### src/rtl/uart_pkg.sv
// Shared types for the UART receive path: the tagged receive-FIFO entry and
// the idle-timeout counter width.
package uart_pkg;

   typedef struct packed {
      logic       perr;
      logic       ferr;
      logic [7:0] data;
   } rx_fifo_entry_t;

   localparam int UART_RX_TO_W = 16;
   localparam int RX_ENTRY_W   = $bits(rx_fifo_entry_t);

endpackage

### src/rtl/uart_sync_fifo.sv
// Generic first-word-fall-through synchronous FIFO with registered level and
// flags. Head data reads as zero while empty.
module uart_sync_fifo #(
   parameter  int DEPTH = 16,
   parameter  int W     = 8,
   localparam int AW    = $clog2(DEPTH)
) (
   input  logic          clk,
   input  logic          rst_n,
   input  logic          clear,
   input  logic          wr_en,
   input  logic [W-1:0]  wr_data,
   input  logic          rd_en,
   output logic [W-1:0]  rd_data,
   output logic          empty,
   output logic          full,
   output logic [AW:0]   level,
   output logic          push_ok,
   output logic          pop_ok
);

   localparam logic [AW:0] LVL_FULL = (AW+1)'(DEPTH);

   logic [W-1:0]  mem [DEPTH];
   logic [AW-1:0] wr_ptr;
   logic [AW-1:0] rd_ptr;
   logic [AW:0]   level_nxt;

   // A pop frees the slot the push needs, so push is allowed when full if
   // a pop is requested in the same cycle.
   assign pop_ok  = rd_en & ~empty & ~clear;
   assign push_ok = wr_en & (~full | rd_en) & ~clear;

   always_comb begin
      level_nxt = level;
      if (clear) begin
         level_nxt = '0;
      end else begin
         case ({push_ok, pop_ok})
            2'b10:   level_nxt = level + (AW+1)'(1);
            2'b01:   level_nxt = level - (AW+1)'(1);
            default: level_nxt = level;
         endcase
      end
   end

   always_ff @(posedge clk or negedge rst_n) begin
      if (!rst_n) begin
         wr_ptr <= '0;
         rd_ptr <= '0;
         level  <= '0;
         empty  <= 1'b1;
         full   <= 1'b0;
      end else begin
         if (clear) begin
            wr_ptr <= '0;
            rd_ptr <= '0;
         end else begin
            if (push_ok) wr_ptr <= wr_ptr + AW'(1);
            if (pop_ok)  rd_ptr <= rd_ptr + AW'(1);
         end
         level <= level_nxt;
         empty <= (level_nxt == '0);
         full  <= (level_nxt == LVL_FULL);
      end
   end

   always_ff @(posedge clk) begin
      if (push_ok) mem[wr_ptr] <= wr_data;
   end

   assign rd_data = empty ? '0 : mem[rd_ptr];

endmodule

### src/rtl/uart_rx_fifo.sv
// UART receive buffer: tags characters with parity/framing status, tracks
// overrun and threshold, and optionally flags idle timeout (UART_RX_FIFO_TIMEOUT_EN).
module uart_rx_fifo
   import uart_pkg::*;
#(
   parameter  int DEPTH = 16,
   localparam int AW    = $clog2(DEPTH)
) (
   input  logic                    clk,
   input  logic                    rst_n,
   input  logic                    clear,
   input  logic [7:0]              rx_data,
   input  logic                    rx_valid,
   input  logic                    rx_parity_err,
   input  logic                    rx_frame_err,
   input  logic                    rd_en,
   output logic [7:0]              rd_data,
   output logic                    rd_perr,
   output logic                    rd_ferr,
   output logic                    empty,
   output logic                    full,
   output logic [AW:0]             level,
   input  logic [AW:0]             thresh,
   output logic                    thresh_hit,
   output logic                    overrun,
   input  logic                    overrun_clr,
   input  logic                    osr_tick,
   input  logic [UART_RX_TO_W-1:0] to_ticks,
   output logic                    timeout
);

   rx_fifo_entry_t wr_entry;
   rx_fifo_entry_t rd_entry;
   logic           perr_p;
   logic           ferr_p;
   logic           push_ok;
   logic           pop_ok;
   logic           drop;

   assign wr_entry = '{perr: perr_p | rx_parity_err,
                       ferr: ferr_p | rx_frame_err,
                       data: rx_data};

   uart_sync_fifo #(.DEPTH(DEPTH), .W(RX_ENTRY_W)) u_fifo (
      .clk     (clk),
      .rst_n   (rst_n),
      .clear   (clear),
      .wr_en   (rx_valid),
      .wr_data (wr_entry),
      .rd_en   (rd_en),
      .rd_data (rd_entry),
      .empty   (empty),
      .full    (full),
      .level   (level),
      .push_ok (push_ok),
      .pop_ok  (pop_ok)
   );

   assign rd_data    = rd_entry.data;
   assign rd_perr    = rd_entry.perr;
   assign rd_ferr    = rd_entry.ferr;
   assign thresh_hit = (thresh != '0) && (level >= thresh);
   assign drop       = rx_valid & full & ~rd_en & ~clear;

   // Error pulses may lead the character; they are held until the next
   // rx_valid consumes them, whether or not that character is stored.
   always_ff @(posedge clk or negedge rst_n) begin
      if (!rst_n) begin
         perr_p <= 1'b0;
         ferr_p <= 1'b0;
      end else if (clear || rx_valid) begin
         perr_p <= 1'b0;
         ferr_p <= 1'b0;
      end else begin
         if (rx_parity_err) perr_p <= 1'b1;
         if (rx_frame_err)  ferr_p <= 1'b1;
      end
   end

   always_ff @(posedge clk or negedge rst_n) begin
      if (!rst_n)           overrun <= 1'b0;
      else if (clear)       overrun <= 1'b0;
      else if (drop)        overrun <= 1'b1;
      else if (overrun_clr) overrun <= 1'b0;
   end

`ifdef UART_RX_FIFO_TIMEOUT_EN
   logic [UART_RX_TO_W-1:0] idle_cnt;
   logic [UART_RX_TO_W-1:0] idle_nxt;
   logic                    activity;

   assign activity = clear | push_ok | pop_ok;

   always_comb begin
      idle_nxt = idle_cnt;
      if (activity || empty)
         idle_nxt = '0;
      else if (osr_tick && (idle_cnt != '1))
         idle_nxt = idle_cnt + UART_RX_TO_W'(1);
   end

   always_ff @(posedge clk or negedge rst_n) begin
      if (!rst_n) begin
         idle_cnt <= '0;
         timeout  <= 1'b0;
      end else begin
         idle_cnt <= idle_nxt;
         if (activity)
            timeout <= 1'b0;
         else if ((to_ticks != '0) && (idle_nxt == to_ticks))
            timeout <= 1'b1;
      end
   end
`else
   logic unused_to;

   assign unused_to = ^{osr_tick, to_ticks, push_ok, pop_ok};
   assign timeout   = 1'b0;
`endif

endmodule
### config.mk
export PLATFORM = sky130hd
export DESIGN_NAME = uart_rx_fifo
export DESIGN_NICKNAME = d
export VERILOG_FILES = /design/src/rtl/uart_pkg.sv /design/src/rtl/uart_sync_fifo.sv /design/src/rtl/uart_rx_fifo.sv
export SDC_FILE = /design/constraint.sdc
export NUM_CORES = 1
export LEC_CHECK = 0
export ABC_AREA = 0
export BUFFER_PORTS_ARGS = -buffer_cell sky130_fd_sc_hd__buf_2
export CORE_MARGIN = 1.5
export CORE_UTILIZATION = 40
export CTS_BUF_LIST = sky130_fd_sc_hd__clkbuf_16
export DETAILED_ROUTE_END_ITERATION = 10
export PLACE_DENSITY = 0.67
export SETUP_SLACK_MARGIN = 0.2
export SYNTH_ARGS = -nofsm -noshare
export SYNTH_HDL_FRONTEND = slang
export SYNTH_SLANG_ARGS = --single-unit
### constraint.sdc
create_clock -name clk -period 3.4 [get_ports clk]
set_input_delay 0.17 -clock clk [delete_from_list [all_inputs] [get_ports clk]]
set_output_delay 0.17 -clock clk [all_outputs]
set_load 0.05 [all_outputs]
==> impl_metrics.toml <==
[run_status]
status = "finished clean"

[pwr]
ir_drop_mv = 0.389
report.power.total_mw = 4.75
power_density_mw_per_mm2 = 560
leakagePower_nw = 2.88

[routing]
drt_drc_violations_left = 0
initialDrtViolationCount = 298
wl_per_cell_um = 21.4
drt_pre_antenna_iters = 4
final_antenna_net_count = 0
routed_via_count = 3621
detailed_route_wl_um = 14600
routed_via_density = 5.31

[global_route]
antenna_found_initial = 1
globalRouteOverflowTotal = 0
first_pass_grt_wire_length_um = 23200
grtUsageTotal_pct = 16.6
pin_count_of_the_biggest_net_entering_global_routing = 44
via_count_of_the_first_global_routing_pass = 3961

[sta]
grt_setup_unrepaired = "no"
maxSlewHeadroom_pct = 39.0
setup-tns-final_ns = 0
max_freq_mhz = 354
worstMarginPinSlew_ns = 0.914
final-hold-violation-count = 0
timing.final.crit_period_ns = 2.82
timing.final.ws_setup_ns = 0.576
setup_violations = 0
timing.clock.skew_ns = 0.00641
report.final.slew_viol_count = 0
layout_worst_path_cycle_share_pct = 83.1

[synthesis]
yosys_register_bits = 178
synthDominantCellAreaShare_pct = 65.8
synthDominantAreaCellType = "sky130_fd_sc_hd__edfxtp_1"
synth_top_cells_by_count = "160 x sky130_fd_sc_hd__edfxtp_1, 50 x sky130_fd_sc_hd__mux4_2, 27 x sky130_fd_sc_hd__nor2_1"
ys.flop_type = "sky130_fd_sc_hd__edfxtp_1"
syn_inst = 380
post_synth_main_area_contributors = "sky130_fd_sc_hd__edfxtp_1 66%, sky130_fd_sc_hd__mux4_2 15%, sky130_fd_sc_hd__dfrtp_1 5.8%, sky130_fd_sc_hd__ha_1 2.2%, sky130_fd_sc_hd__nor2_1 1.4%"
syn-mean-instance-area_sq_um = 19.2
syn_nets = 431
post_synth_instance_area_sq_mm = 0.00730
yosys.cell_count.top_type = "sky130_fd_sc_hd__edfxtp_1"
ys_seq_area_share_pct = 72.0
async_reset_ff_share_pct = 10.1
synth-edff-count = 160
yosys.cell_types.count = 34
ys_warn_count = 0

[clock_tree]
cts_tree = "yes"
cts_buffers = 17
register_clock_pin_slew_on_the_reported_worst_setup_and_hold_paths_ns = 0.06
cts_root_buffer = "sky130_fd_sc_hd__clkbuf_16"
cts_sinks = 178
max-clock-path-buffers = 2
htreeDepth = 4
worstSkewPairLatency_ns = 0.42

[final_layout]
layout-area-overhead-vs-synth_pct = 16.1
post_route_cells_drive_above_1_share_pct = 33.0
num-nets-final = 492
count_of_filler_cells_inserted_in_the_layout = 1519

[floorplanning]
io_pins = 58
core_region_area_sq_mm = 0.0179
fp.dieW_um = 138
floorplan.die_area_sq_mm = 0.0191
start_util_pct = 40.8
die-height_um = 138
placement_rows = 49

[job]
maxCapViolCount = 0

[min_path]
min_from = "rd_en"
cell_count_of_the_worst_hold_path = 3
min_delay_worst_endpoint = "overrun"
worst_hold_path_type = "in -> reg"

[place]
place_ws_ns = 0.499
finalWeightedCongestion = 0.819
hpwl_um = 8860
place.port_buffers = 39

[setup_path]
r2r-end = "u_fifo.full"
ff2ff_path_depth = 13
cp.arrival_ns = 3.14
critPathMaxFanout = 8
cp-end-kind = "flop"
required_ns = 3.72
timing.setup.critical_path_class = "reg -> reg"
setup.reg_to_reg.worst_slack_ns = 0.58
critPathLaunchType = "flop"
timing.rr.start = "u_fifo.full"
==> how the worst max path moves through the flow <==
stage | startpoint | endpoint | slack (ns) | cells after the start
after floorplan | u_fifo.full | u_fifo.full | 0.48 | 14
after global placement | u_fifo.full | u_fifo.full | 0.55 | 13
after detailed placement | u_fifo.full | u_fifo.full | 0.50 | 13
after CTS | u_fifo.full | u_fifo.full | 0.47 | 13
after global routing | u_fifo.full | u_fifo.full | 0.28 | 13
final | u_fifo.full | u_fifo.full | 0.58 | 13
==> power by group <==
group          internal (mW)  switching [mW]
combinational          0.178           0.264
sequential              2.41          0.0174
clock                   1.07           0.799
==> kinds of logic after synthesis <==
| group | after synthesis | synth area share (%) |
|---|---|---|
| simple gates | 75 | 5.11 |
| flops | 178 | 72.0 |
| compound gates | 20 | 1.73 |
| fa+ha+maj | 13 | 2.23 |
| other cells | 1 | 0.0514 |
| buf+inv | 30 | 1.82 |
| mux | 52 | 15.7 |
| xor+xnor | 11 | 1.32 |
==> critical path, cell delays in order, from the launching register on <==
cell	delay, ns
sky130_fd_sc_hd__dfrtp_1	0.39
sky130_fd_sc_hd__nand2b_1	0.11
sky130_fd_sc_hd__nand2_1	0.14
sky130_fd_sc_hd__nor2_2	0.20
sky130_fd_sc_hd__inv_1	0.09
sky130_fd_sc_hd__ha_1	0.31
sky130_fd_sc_hd__xor2_1	0.21
sky130_fd_sc_hd__ha_1	0.25
sky130_fd_sc_hd__a21oi_1	0.16
sky130_fd_sc_hd__xor2_1	0.16
sky130_fd_sc_hd__nor2_1	0.07
sky130_fd_sc_hd__xnor2_1	0.19
sky130_fd_sc_hd__o21a_1	0.18
sky130_fd_sc_hd__nor4bb_1	0.27
==> metrics by stage <==
stage               hold WS (ns)  std cells  util, %  area [sq um]
floorplan                 -0.126        380        -          7300
global placement           0.119        648     44.0          7870
detailed placement         0.129        648     44.0          7870
CTS                       0.0295        681     47.3          8470
global route              0.0559        682     47.3          8470
finish                    0.0502        682     47.3          8470
==> sequential cells by signal (all words and copies together) (netlist names) <==
name	flops
ferr_p	1
u_fifo.empty	1
u_fifo.rd_ptr	4
overrun	1
u_fifo.wr_ptr	4
u_fifo.mem	160
u_fifo.level	5
u_fifo.full	1
perr_p	1
==> cell type report <==
cell class / count / area (sq um) / area share, %
clock buffer: 17 / 425 / 5.02
timing repair buffer: 63 / 395 / 4.67
clock inverter: 13 / 139 / 1.64
multi-input combinational: 172 / 1930 / 22.8
tap: 229 / 287 / 3.38
antenna: 1 / 2.50 / 0.0295
inverter: 9 / 33.8 / 0.399
sequential: 178 / 5260 / 62.1
==> cells in the final DEF, fill, tap and decap left out, drive strengths merged, types with 2 or more instances in the layout <==
cell	synthesis	routed
bufinv	0	2
edfxtp	160	160
dfrtp	17	17
nand2	10	10
clkinvlp	0	3
or2	2	2
nor2b	13	13
o21ai	3	3
clkinv	0	6
nor3b	3	3
a21oi	7	7
xor2	6	6
a21o	6	6
nor3	5	5
nor2	27	27
inv	9	11
nand3	5	5
xnor2	5	5
clkbuf	12	17
ha	13	13
buf	9	60
mux4	50	50
nand2b	5	5
mux2i	2	2
dlygate4sd3	0	3
==> metal layers <==
metal  up-vias  share of wire [%]  global-route usage [%]
li1       1619                  -                       -
met1      1892                 43                    23.4
met2       100                 50                    25.5
met3        10                5.9                    4.02
met4         0                1.1                    5.98
met5         -                  0                       0
==> repair_timing <==
action	CTS	global route
resized for setup	0	1
endpoints found under the hold margin	21	0
hold buffers	3	0
setup endpoints to repair	0	1
setup buffers	0	0
Note: power is estimated with default switching activity, not from simulation.
